### src/rtl/accum_cpu.sv
// rtl/accum_cpu.sv - multi-cycle accumulator CPU with handshaked single-port memory
//
// Purpose: fetch/decode/execute accumulator machine.
// Instruction word: opcode in the top three bits, operand address in the low ADDR_W bits.
// Ports:
//   clock, reset          - single clock, asynchronous active-high reset
//   run                   - start/resume request, honoured only in IDLE or HALT
//   mem_addr/mem_rd/mem_wr/mem_wdata/mem_rdata/mem_ready
//                         - memory port; a request holds until mem_ready is seen on an edge
//   acc, pc, carry, zero  - architectural state (zero is combinational A == 0)
//   halted, retire        - HALT indicator and one-cycle instruction-complete pulse

module accum_cpu #(
    parameter int DATA_W   = 8,
    parameter int ADDR_W   = 5,
    parameter int RESET_PC = 0
) (
    input  logic              clock,
    input  logic              reset,
    input  logic              run,
    output logic [ADDR_W-1:0] mem_addr,
    output logic              mem_rd,
    output logic              mem_wr,
    output logic [DATA_W-1:0] mem_wdata,
    input  logic [DATA_W-1:0] mem_rdata,
    input  logic              mem_ready,
    output logic [DATA_W-1:0] acc,
    output logic [ADDR_W-1:0] pc,
    output logic              carry,
    output logic              zero,
    output logic              halted,
    output logic              retire
);

    typedef enum logic [2:0] {
        S_IDLE, S_FETCH, S_DECODE, S_EXEC_RD, S_EXEC_WR, S_HALT
    } state_t;

    localparam logic [2:0] OP_LDA = 3'b000;
    localparam logic [2:0] OP_STA = 3'b001;
    localparam logic [2:0] OP_ADD = 3'b010;
    localparam logic [2:0] OP_SUB = 3'b011;
    localparam logic [2:0] OP_AND = 3'b100;
    localparam logic [2:0] OP_JMP = 3'b101;
    localparam logic [2:0] OP_JZ  = 3'b110;
    localparam logic [2:0] OP_HLT = 3'b111;

    localparam logic [ADDR_W-1:0] RESET_PC_V = ADDR_W'(RESET_PC);

    state_t              state_q;
    logic [ADDR_W-1:0]   pc_q;
    logic [DATA_W-1:0]   acc_q;
    logic [DATA_W-1:0]   ir_q;
    logic                carry_q;
    logic                mem_rd_q;
    logic                mem_wr_q;
    logic [ADDR_W-1:0]   mem_addr_q;
    logic                retire_q;
    logic                halted_q;

    logic [2:0]          opcode;
    logic [ADDR_W-1:0]   ir_addr;
    logic [ADDR_W-1:0]   pc_inc;
    logic [ADDR_W-1:0]   jz_target_d;
    logic [DATA_W:0]     sum;
    logic [DATA_W:0]     diff;
    logic [DATA_W-1:0]   acc_d;
    logic                carry_d;

    // Decode fields and the ALU result for the operand currently on mem_rdata.
    always_comb begin
        opcode      = ir_q[DATA_W-1 -: 3];
        ir_addr     = ir_q[ADDR_W-1:0];
        pc_inc      = pc_q + ADDR_W'(1);
        jz_target_d = (acc_q == '0) ? ir_addr : pc_q;
        sum         = {1'b0, acc_q} + {1'b0, mem_rdata};
        // The extra top bit of the widened subtraction is set exactly when A < M.
        diff        = {1'b0, acc_q} - {1'b0, mem_rdata};
        acc_d       = acc_q;
        carry_d     = carry_q;
        case (opcode)
            OP_LDA: acc_d = mem_rdata;
            OP_ADD: begin
                acc_d   = sum[DATA_W-1:0];
                carry_d = sum[DATA_W];
            end
            OP_SUB: begin
                acc_d   = diff[DATA_W-1:0];
                carry_d = diff[DATA_W];
            end
            OP_AND: acc_d = acc_q & mem_rdata;
            default: ;
        endcase
    end

    // Every transition into FETCH raises mem_rd with the fetch address on the same
    // edge, so the memory request is a registered output with no combinational path.
    always_ff @(posedge clock or posedge reset) begin
        if (reset) begin
            state_q    <= S_IDLE;
            pc_q       <= RESET_PC_V;
            acc_q      <= '0;
            ir_q       <= '0;
            carry_q    <= 1'b0;
            mem_rd_q   <= 1'b0;
            mem_wr_q   <= 1'b0;
            mem_addr_q <= RESET_PC_V;
            retire_q   <= 1'b0;
            halted_q   <= 1'b0;
        end else begin
            retire_q <= 1'b0;
            case (state_q)
                S_IDLE, S_HALT: begin
                    if (run) begin
                        state_q    <= S_FETCH;
                        mem_rd_q   <= 1'b1;
                        mem_addr_q <= pc_q;
                        halted_q   <= 1'b0;
                    end
                end
                S_FETCH: begin
                    if (mem_ready) begin
                        ir_q     <= mem_rdata;
                        pc_q     <= pc_inc;
                        mem_rd_q <= 1'b0;
                        state_q  <= S_DECODE;
                    end
                end
                S_DECODE: begin
                    case (opcode)
                        OP_STA: begin
                            state_q    <= S_EXEC_WR;
                            mem_wr_q   <= 1'b1;
                            mem_addr_q <= ir_addr;
                        end
                        OP_JMP: begin
                            pc_q       <= ir_addr;
                            mem_addr_q <= ir_addr;
                            mem_rd_q   <= 1'b1;
                            state_q    <= S_FETCH;
                            retire_q   <= 1'b1;
                        end
                        OP_JZ: begin
                            pc_q       <= jz_target_d;
                            mem_addr_q <= jz_target_d;
                            mem_rd_q   <= 1'b1;
                            state_q    <= S_FETCH;
                            retire_q   <= 1'b1;
                        end
                        OP_HLT: begin
                            state_q  <= S_HALT;
                            halted_q <= 1'b1;
                            retire_q <= 1'b1;
                        end
                        default: begin
                            state_q    <= S_EXEC_RD;
                            mem_rd_q   <= 1'b1;
                            mem_addr_q <= ir_addr;
                        end
                    endcase
                end
                S_EXEC_RD: begin
                    // mem_rd stays high: the next fetch request follows back-to-back.
                    if (mem_ready) begin
                        acc_q      <= acc_d;
                        carry_q    <= carry_d;
                        mem_addr_q <= pc_q;
                        state_q    <= S_FETCH;
                        retire_q   <= 1'b1;
                    end
                end
                S_EXEC_WR: begin
                    if (mem_ready) begin
                        mem_wr_q   <= 1'b0;
                        mem_rd_q   <= 1'b1;
                        mem_addr_q <= pc_q;
                        state_q    <= S_FETCH;
                        retire_q   <= 1'b1;
                    end
                end
                default: begin
                    state_q  <= S_IDLE;
                    mem_rd_q <= 1'b0;
                    mem_wr_q <= 1'b0;
                end
            endcase
        end
    end

    assign mem_addr  = mem_addr_q;
    assign mem_rd    = mem_rd_q;
    assign mem_wr    = mem_wr_q;
    assign mem_wdata = acc_q;
    assign acc       = acc_q;
    assign pc        = pc_q;
    assign carry     = carry_q;
    assign zero      = (acc_q == '0);
    assign halted    = halted_q;
    assign retire    = retire_q;

endmodule
### config.mk
export PLATFORM = sky130hd
export DESIGN_NAME = accum_cpu
export DESIGN_NICKNAME = d
export VERILOG_FILES = /design/src/rtl/accum_cpu.sv
export SDC_FILE = /design/constraint.sdc
export NUM_CORES = 1
export LEC_CHECK = 0
export ABC_AREA = 1
export BUFFER_PORTS_ARGS = -buffer_cell sky130_fd_sc_hd__buf_4
export CAP_MARGIN = 20
export CORE_ASPECT_RATIO = 1.1
export CORE_MARGIN = 10
export CORE_UTILIZATION = 48
export CTS_CLUSTER_DIAMETER = 150
export DETAILED_ROUTE_END_ITERATION = 10
export PLACE_DENSITY = 0.72
export SYNTH_ARGS = -nofsm -noshare
export SYNTH_HDL_FRONTEND = slang
export SYNTH_SLANG_ARGS = --single-unit
### constraint.sdc
create_clock -name clock -period 1.7 [get_ports clock]
set_input_delay 0.085 -clock clock [delete_from_list [all_inputs] [get_ports clock]]
set_output_delay 0.085 -clock clock [all_outputs]
set_load 0.1 [all_outputs]
==> results of run 1 <==
==> flip-flops by register name, indices dropped and copies added (netlist names), 3 cells and up <==
signal and count:
mem_addr 5, state_q 3, acc 8, pc 5, ir_q 8
==> per-stage QoR <==
step           instance area [sq um]  utilization  setup TNS (ns)
3_5_place_dp                    3440        0.600          -0.130
3_3_place_gp                    3440        0.600         -0.0432
4_1_cts                         3620        0.632        -0.00722
6_report                        3710        0.646         -0.0825
5_1_grt                         3710        0.646          -0.615
2_1_floorplan                   2950            -           -2.82
==> critical path, cell delays in order (launching register included) <==
cell	delay (ns)
dfrtp_4	0.45
inv_4	0.04
ha_4	0.15
fa_2	0.34
buf_4	0.15
buf_4	0.12
nand2_1	0.05
nand3_1	0.07
o211ai_1	0.10
o21ai_1	0.10
o21ai_1	0.08
==> per-layer routing <==
metal | global-route usage | part of all wire
met5 | 0 | 0
met4 | 0.0713 | 0.020
met3 | 0.0269 | 0.043
met2 | 0.305 | 0.52
met1 | 0.187 | 0.42
==> repair_timing <==
action,4_1_cts,5_1_grt
gates resized for setup,14,17
pin swaps,5,8
hold buffers,1,0
setup endpoints to repair,5,8
endpoints found under the hold margin,34,0
setup buffers,2,2
==> cells by family (layout without fill, tap and decap cells) <==
family | Yosys count | in the layout | synth area share
buffers and inverters | 78 | 142 | 0.118
DFF | 34 | 34 | 0.303
AOI/OAI and AO/OA | 75 | 75 | 0.153
xor gates and xnor gates | 3 | 3 | 0.00936
adders and majority gates | 20 | 20 | 0.0945
and+or+nand+nor | 191 | 191 | 0.322
==> layout make-up <==
type | count | area (sq um)
Timing Repair Buffer | 70 | 532
Clock buffer | 8 | 110
Fill cell | 539 | 2030
Sequential cell | 34 | 883
Multi-Input combinational cell | 289 | 1840
Inverter | 64 | 249
Tap cell | 77 | 96.3
==> path summary, 6_finish.rpt <==
check	startpoint	endpoint	cells past startpoint
min	mem_ready	state_q[1]	2
max in group asynchronous	reset	acc[2]	4
max reg2reg	acc[0]	acc[2]	10
min in group asynchronous	reset	mem_addr[1]	4
min reg2reg	ir_q[4]	ir_q[4]	2
max	acc[0]	acc[2]	10
==> Yosys cell counts (all sizes together) <==
library cell | instances | area share
nand3b | 1 | 0.0027
inv | 63 | 0.084
nor3 | 2 | 0.0053
ha | 18 | 0.080
dfrtp | 34 | 0.30
a22oi | 5 | 0.013
fa | 2 | 0.014
nor2 | 36 | 0.062
clkinv | 1 | 0.0018
clkbuf | 3 | 0.0040
a21oi | 26 | 0.056
o21ai | 38 | 0.069
o22ai | 3 | 0.0067
nand3 | 48 | 0.095
and2 | 1 | 0.0022
o211ai | 2 | 0.0053
nand2 | 98 | 0.14
nand4 | 5 | 0.011
o31a | 1 | 0.0031
buf | 11 | 0.028
xor2 | 3 | 0.0094
==> key figures, run 1 <==
Status
  – Status: finished, violations left
  – Failing checks: setup timing

Placed design
  – Placed cells: 529
  – Final GP Congestion: 0.913
  – Dpl hpwl: 6080 um
  – IO Port Bufs: 43
  – Pre-CTS worst setup slack: -0.0446 ns

Detailed routing
  – DR vias: 2796
  – Vias/cell: 5.16
  – DRT Pass-1 Iters: 4
  – Residual DRC: 0
  – Final antenna-violating net count: 0
  – Final WL: 7860 um
  – Drt first-iter violations: 124
  – Wirelength per Cell: 14.5 um

Clocking
  – CTS tree: done
  – Num CTS Buffers: 5
  – Reg clk slew, reported paths: 0.07 ns
  – Clock latency on the worst-skew pair: 0.29 ns
  – Number of H-tree levels: 2
  – Clock Path Buffers: 2
  – CTS Root Buffer Type: clkbuf_8
  – # clock sinks: 34

Logic synthesis
  – Mapped cell area: 0.00281 sq mm
  – Synth unique cells: 33
  – Mean Syn Cell Area: 7.00 sq um
  – Seq/Total Area, Yosys: 0.303
  – Post-Syn Nets: 433
  – Mapped Cells: 401
  – Post-synthesis register bit count: 34
  – Yosys Warn Count: 0

Layout
  – Final std cells w/o fill: 542
  – Most frequent cells in the layout: nand2_1, buf_4, inv_1
  – Most common cell after layout, fill and taps aside: nand2_1
  – NumNets Final: 496
  – Area delta synth->final: 32.1%
  – Layout cells sized above 1: 0.357
  – Ant. Diodes: 0

Die
  – Die width: 92.9 um
  – Core area: 0.00573 sq mm
  – Rows: 29
  – Initial Util: 0.490
  – Die area: 0.00931 sq mm
  – Die height: 100 um
  – Ports: 44

Timing
  – Worst slew pin tran: 0.442 ns
  – Slew HR: 0.706
  – Max Slew Vio Count: 0
  – Unrepaired setup endpoints after global routing: true
  – Final WS setup: -0.0333 ns
  – Hold WS: 0.0394 ns
  – Final setup viols: 5
  – Peak Freq: 577 MHz
  – Final Critical Period: 1.73 ns
  – Fin. Hold Viols: 0
  – Layout Skew: 0.00428 ns
  – Period utilization: 1.02

Worst setup path
  – CP required: 1.91 ns
  – Crit path kind: register to register
  – Crit path max fanout: 3
  – Setup crit start kind: register
  – Flop2flop setup slack: -0.03 ns
  – CP endpoint kind: register
  – Worst Path Arrival: 1.94 ns

Global routing
  – Number of global-route vias before repair: 2777
  – Initial antenna violation count: 0
  – First-pass GRT wire length: 12900 um
  – Total gr overflow: 0
  – GRT Total Usage: 0.167
  – Largest net degree at the start of global routing: 35

Run
  – Max-Cap Viols: 0

Min path
  – HP Class: primary input to register
Power of run 1 is left out: the tool's default activity adds up to more than one toggle a clock period on the data nets, which glitch-free logic cannot reach.
==> inputs of run 2 (changes only) <==
--- a/config.mk
+++ b/config.mk
@@ -10,10 +10,10 @@
 export CAP_MARGIN = 20
 export CORE_ASPECT_RATIO = 1.1
 export CORE_MARGIN = 10
-export CORE_UTILIZATION = 48
+export CORE_UTILIZATION = 25
 export CTS_CLUSTER_DIAMETER = 150
 export DETAILED_ROUTE_END_ITERATION = 10
-export PLACE_DENSITY = 0.72
+export RECOVER_POWER = 50
 export SYNTH_ARGS = -nofsm -noshare
 export SYNTH_HDL_FRONTEND = slang
 export SYNTH_SLANG_ARGS = --single-unit
==> key figures, run 2 (same netlist as run 1, synthesis figures left out) <==
Timing
  – Post-route setup TNS: -0.0394 ns (was -0.0825 ns)
  – Layout Skew: 0.00461 ns (was 0.00428 ns)
  – Worst slew pin tran: 0.890 ns (was 0.442 ns)
  – Fin. Hold Viols: 0 (unchanged)
  – Max Slew Vio Count: 0 (unchanged)
  – Unrepaired setup endpoints after global routing: true (unchanged)
  – Period utilization: 1.01 (was 1.02)
  – Final WS setup: -0.0230 ns (was -0.0333 ns)
  – Final setup viols: 3 (was 5)
  – Peak Freq: 580 MHz (was 577 MHz)
  – Final Critical Period: 1.72 ns (was 1.73 ns)
  – Slew HR: 0.406 (was 0.706)

Global routing
  – Number of global-route vias before repair: 2885 (was 2777)
  – Total gr overflow: 0 (unchanged)
  – First-pass GRT wire length: 14100 um (was 12900 um)
  – Initial antenna violation count: 0 (unchanged)
  – Largest net degree at the start of global routing: 35 (unchanged)
  – GRT Total Usage: 0.106 (was 0.167)

Worst setup path
  – Crit path kind: register to register (unchanged)
  – Crit path max fanout: 3 (unchanged)
  – CP endpoint kind: register (unchanged)
  – Setup crit start kind: register (unchanged)
  – Worst Path Arrival: 1.89 ns (was 1.94 ns)
  – CP required: 1.86 ns (was 1.91 ns)

Die
  – Die height: 131 um (was 100 um)
  – Initial Util: 0.256 (was 0.490)
  – Core area: 0.0110 sq mm (was 0.00573 sq mm)
  – Rows: 40 (was 29)
  – Die width: 121 um (was 92.9 um)
  – Die area: 0.0159 sq mm (was 0.00931 sq mm)
  – Ports: 44 (unchanged)

Placed design
  – Cell Area, Placed: 0.00358 sq mm (was 0.00344 sq mm)
  – Final GP Congestion: 0.833 (was 0.913)
  – Dpl hpwl: 6790 um (was 6080 um)
  – IO Port Bufs: 43 (unchanged)

Detailed routing
  – Residual DRC: 0 (unchanged)
  – Final WL: 8570 um (was 7860 um)
  – DRT Pass-1 Iters: 4 (unchanged)
  – Vias/cell: 4.63 (was 5.16)
  – Final antenna-violating net count: 0 (unchanged)
  – Wirelength per Cell: 13.8 um (was 14.5 um)
  – DR vias: 2863 (was 2796)
  – Drt first-iter violations: 147 (was 124)

Layout
  – NumNets Final: 503 (was 496)
  – Most frequent cells in the layout: nand2_1, buf_4, inv_1 (unchanged)
  – Ant. Diodes: 0 (unchanged)
  – Fillcell total: 1165 (was 539)
  – Post-layout instance area: 0.00393 sq mm (was 0.00371 sq mm)
  – Post-layout util: 0.358 (was 0.646)
  – Area delta synth->final: 39.9% (was 32.1%)
  – Most common cell after layout, fill and taps aside: nand2_1 (unchanged)
  – Layout cells sized above 1: 0.386 (was 0.357)

Min path
  – HP Class: primary input to register (unchanged)

Clocking
  – Num CTS Buffers: 5 (unchanged)
  – CTS tree: done (unchanged)
  – Reg clk slew, reported paths: 0.06 ns (was 0.07 ns)
  – Clock Path Buffers: 2 (unchanged)
  – CTS Root Buffer Type: clkbuf_16 (was clkbuf_8)
  – Clock latency on the worst-skew pair: 0.28 ns (was 0.29 ns)
  – Number of H-tree levels: 2 (unchanged)
  – # clock sinks: 34 (unchanged)

Status
  – Failing checks: setup timing (unchanged)
  – Status: finished, violations left (unchanged)

Run
  – Max-Cap Viols: 0 (unchanged)
[run 2: cell count changes in the layout (fill, tap and decap cells not counted), sizes merged]
cell	change
clkbuf	+14
buf	-7
[run 2: what timing repair did]
item,CTS,global route
gates cloned,0,0
hold buffers,1,0
setup buffers,1,3
pin swaps,5,10
gates resized for setup,16,28
endpoints found under the setup margin,5,11
endpoints found under the hold margin,34,0
[run 2: worst max-delay path: stages (launching register included)]
cell	delay, ns
dfrtp_4	0.44
inv_4	0.04
ha_4	0.15
fa_2	0.35
inv_2	0.06
nand2_2	0.05
nand3_2	0.08
nand2_2	0.07
inv_2	0.05
nand4_1	0.07
nand3_1	0.09
nand2_1	0.06
nand2_1	0.05
nand2_1	0.05
[run 2: area by class of cell]
class                   count  area, sq um  share of cell area
well taps                 147          184              0.0468
multi-input cells         289         1880               0.479
clock buffers               8          166              0.0424
inverters                  64          246              0.0628
flip-flops and latches     34          883               0.225
repair buffers             77          564               0.144
[run 2: path summary, 6_finish.rpt]
path	startpoint	endpoint	slack [ns]	cells past startpoint
max	acc[0]	carry	-0.02	13
min in group asynchronous	reset	ir_q[4]	0.63	4
max in group asynchronous	reset	acc[0]	0.41	4
max reg2reg	acc[0]	carry	-0.02	13
min reg2reg	mem_wr	mem_wr	0.49	2
min	mem_ready	state_q[1]	0.06	2
[run 2: metrics by stage]
step	setup WS [ns]	cells	hold slack (ns)
floorplan	-0.236	401	0.195
global placement	-0.0435	606	0.230
detailed placement	-0.0778	606	0.230
CTS	-0.0156	616	0.0544
global route	-0.155	619	0.0630
finish	-0.0230	619	0.0581
[run 2: layer usage]
layer	up-vias	track usage	wire (um)	share of wire
li1	1439	-	-	-
met1	1359	0.125	3700	0.43
met2	56	0.188	4360	0.51
met4	0	0.0315	136	0.016
met5	-	0	0	0
met3	9	0.0206	364	0.042
Power of run 2 is left out for the same reason.
==> inputs of run 3 (changes only) <==
--- a/config.mk
+++ b/config.mk
@@ -13,6 +13,7 @@
 export CORE_UTILIZATION = 25
 export CTS_CLUSTER_DIAMETER = 150
 export DETAILED_ROUTE_END_ITERATION = 10
+export PLACE_DENSITY_LB_ADDON = 0.25
 export RECOVER_POWER = 50
 export SYNTH_ARGS = -nofsm -noshare
 export SYNTH_HDL_FRONTEND = slang
==> key figures, run 3 (same netlist as run 1, synthesis figures left out) <==
Worst setup path
  – Worst Path Arrival: 1.89 ns (about the same)
  – Setup crit start kind: register (unchanged)
  – Delay of the slowest critical-path stage: 0.44 ns (about the same)
  – Crit path max fanout: 3 (unchanged)
  – Crit path kind: register to register (unchanged)
  – Worst R2R End: acc[6] (was carry)
  – Worst path cell trace: ha_4, inv_2, fa_2, inv_2, nand4_1, nand3_1, nand2_1, nand3_1, nand3_1, nand2_1, nand2_1 (was inv_4, ha_4, fa_2, inv_2, nand2_2, nand3_2, nand2_2, inv_2, nand4_1, nand3_1, nand2_1, nand2_1, nand2_1)
  – Flop2flop setup slack: -0.02 ns (about the same)
  – R2R cell count: 11 (was 13)
  – CP endpoint kind: register (unchanged)
  – R2R Path Start: acc[0] (unchanged)
  – CP required: 1.87 ns (was 1.86 ns)
  – Slowest-stage cell, CP: dfrtp_4 (unchanged)

Timing
  – Peak Freq: 581 MHz (was 580 MHz)
  – Period utilization: 1.01 (about the same)
  – Worst slew pin tran: 0.956 ns (was 0.890 ns)
  – Final WS setup: -0.0218 ns (was -0.0230 ns)
  – Max Slew Vio Count: 0 (unchanged)
  – Post-route setup TNS: -0.0571 ns (was -0.0394 ns)
  – Slew HR: 0.363 (was 0.406)
  – Layout Skew: 0.00645 ns (was 0.00461 ns)
  – Final Critical Period: 1.72 ns (about the same)
  – Fin. Hold Viols: 0 (unchanged)
  – Final setup viols: 3 (unchanged)
  – Unrepaired setup endpoints after global routing: true (unchanged)

Min path
  – Worst hold path depth: 2 (unchanged)
  – HP Class: primary input to register (unchanged)
  – Hold Path End: state_q[1] (unchanged)
  – Hold_sp: mem_ready (unchanged)

Status
  – Status: finished, violations left (unchanged)
  – Failing checks: setup timing (unchanged)

Die
  – Die area: 0.0159 sq mm (unchanged)
  – Die width: 121 um (unchanged)
  – Ports: 44 (unchanged)
  – Rows: 40 (unchanged)
  – Die height: 131 um (unchanged)
  – Core area: 0.0110 sq mm (unchanged)
  – Initial Util: 0.256 (unchanged)

Global routing
  – GRT Total Usage: 0.106 (about the same)
  – First-pass GRT wire length: 14100 um (about the same)
  – Number of global-route vias before repair: 2745 (was 2885)
  – Initial antenna violation count: 0 (unchanged)
  – Total gr overflow: 0 (unchanged)
  – Largest net degree at the start of global routing: 35 (unchanged)

Clocking
  – # clock sinks: 34 (unchanged)
  – Num CTS Buffers: 5 (unchanged)
  – CTS tree: done (unchanged)
  – CTS Root Buffer Type: clkbuf_16 (unchanged)
  – Clock latency on the worst-skew pair: 0.28 ns (about the same)
  – Number of H-tree levels: 2 (unchanged)
  – Reg clk slew, reported paths: 0.06 ns (about the same)
  – Clock Path Buffers: 2 (unchanged)

Layout
  – Ant. Diodes: 0 (unchanged)
  – Area delta synth->final: 37.8% (was 39.9%)
  – Post-layout instance area: 0.00387 sq mm (was 0.00393 sq mm)
  – Most frequent cells in the layout: nand2_1, buf_4, inv_1 (unchanged)
  – Most common cell after layout, fill and taps aside: nand2_1 (unchanged)
  – NumNets Final: 502 (was 503)
  – Layout cells sized above 1: 0.377 (was 0.386)
  – Fillcell total: 1185 (was 1165)
  – Post-layout util: 0.353 (was 0.358)

Detailed routing
  – Residual DRC: 0 (unchanged)
  – Wirelength per Cell: 13.7 um (was 13.8 um)
  – DRT Pass-1 Iters: 5 (was 4)
  – DR vias: 2816 (was 2863)
  – Final WL: 8450 um (was 8570 um)
  – Drt first-iter violations: 235 (was 147)
  – Final antenna-violating net count: 0 (unchanged)
  – Vias/cell: 4.56 (was 4.63)

Placed design
  – Final GP Congestion: 0.884 (was 0.833)
  – Cell Area, Placed: 0.00354 sq mm (was 0.00358 sq mm)
  – Dpl hpwl: 6570 um (was 6790 um)
  – IO Port Bufs: 43 (unchanged)

Run
  – Max-Cap Viols: 0 (unchanged)
run 3: how the worst max path moves through the flow:
| stage | startpoint | to | cells past startpoint |
|---|---|---|---|
| after floorplan | acc[1] | pc[0] | 8 |
| after global placement | acc[5] | acc[7] | 9 |
| after detailed placement | acc[5] | acc[7] | 9 |
| after CTS | acc[0] | acc[4] | 11 |
| after global routing | acc[0] | acc[6] | 11 |
| final | acc[0] | acc[6] | 11 |
run 3: per-layer routing:
layer	wire length, um	track usage	vias up
met5	0	0	-
met4	142	0.0376	0
met3	486	0.0176	10
met2	4080	0.174	83
met1	3740	0.136	1286
li1	-	-	1437
run 3: timing repair:
action / CTS / global route
endpoints found under the setup margin: 5 / 15
buffers inserted: 2 / 6
hold buffers: 1 / 0
pin swaps: 7 / 14
gates resized for setup: 19 / 23
hold endpoints to repair: 34 / 0
run 3: per-stage QoR:
step | setup WS (ns) | std cells | hold slack (ns)
after CTS | -0.0116 | 611 | 0.0482
after global routing | -0.149 | 617 | 0.0784
after global placement | -0.0740 | 601 | 0.250
after detailed placement | -0.0762 | 601 | 0.250
final | -0.0218 | 617 | 0.0535
after floorplan | -0.236 | 401 | 0.195
run 3: worst max-delay path, delay by kind of cell (launching register included):
| family | cells | cell delay [ns] |
|---|---|---|
| flip-flops | 1 | 0.44 |
| AND/OR/NAND/NOR | 7 | 0.57 |
| buffers and inverters | 2 | 0.13 |
| adder cells (fa/ha/maj) | 2 | 0.48 |
run 3: layout make-up:
type                       count  area, sq um  share of cell area
tap                          147          184              0.0476
clock inverter                 2         10.0             0.00259
sequential                    34          883               0.228
clock buffer                   5          125              0.0324
multi-input combinational    289         1860               0.481
timing repair buffer          76          557               0.144
inverter                      64          249              0.0644
Power of run 3 is left out for the same reason.
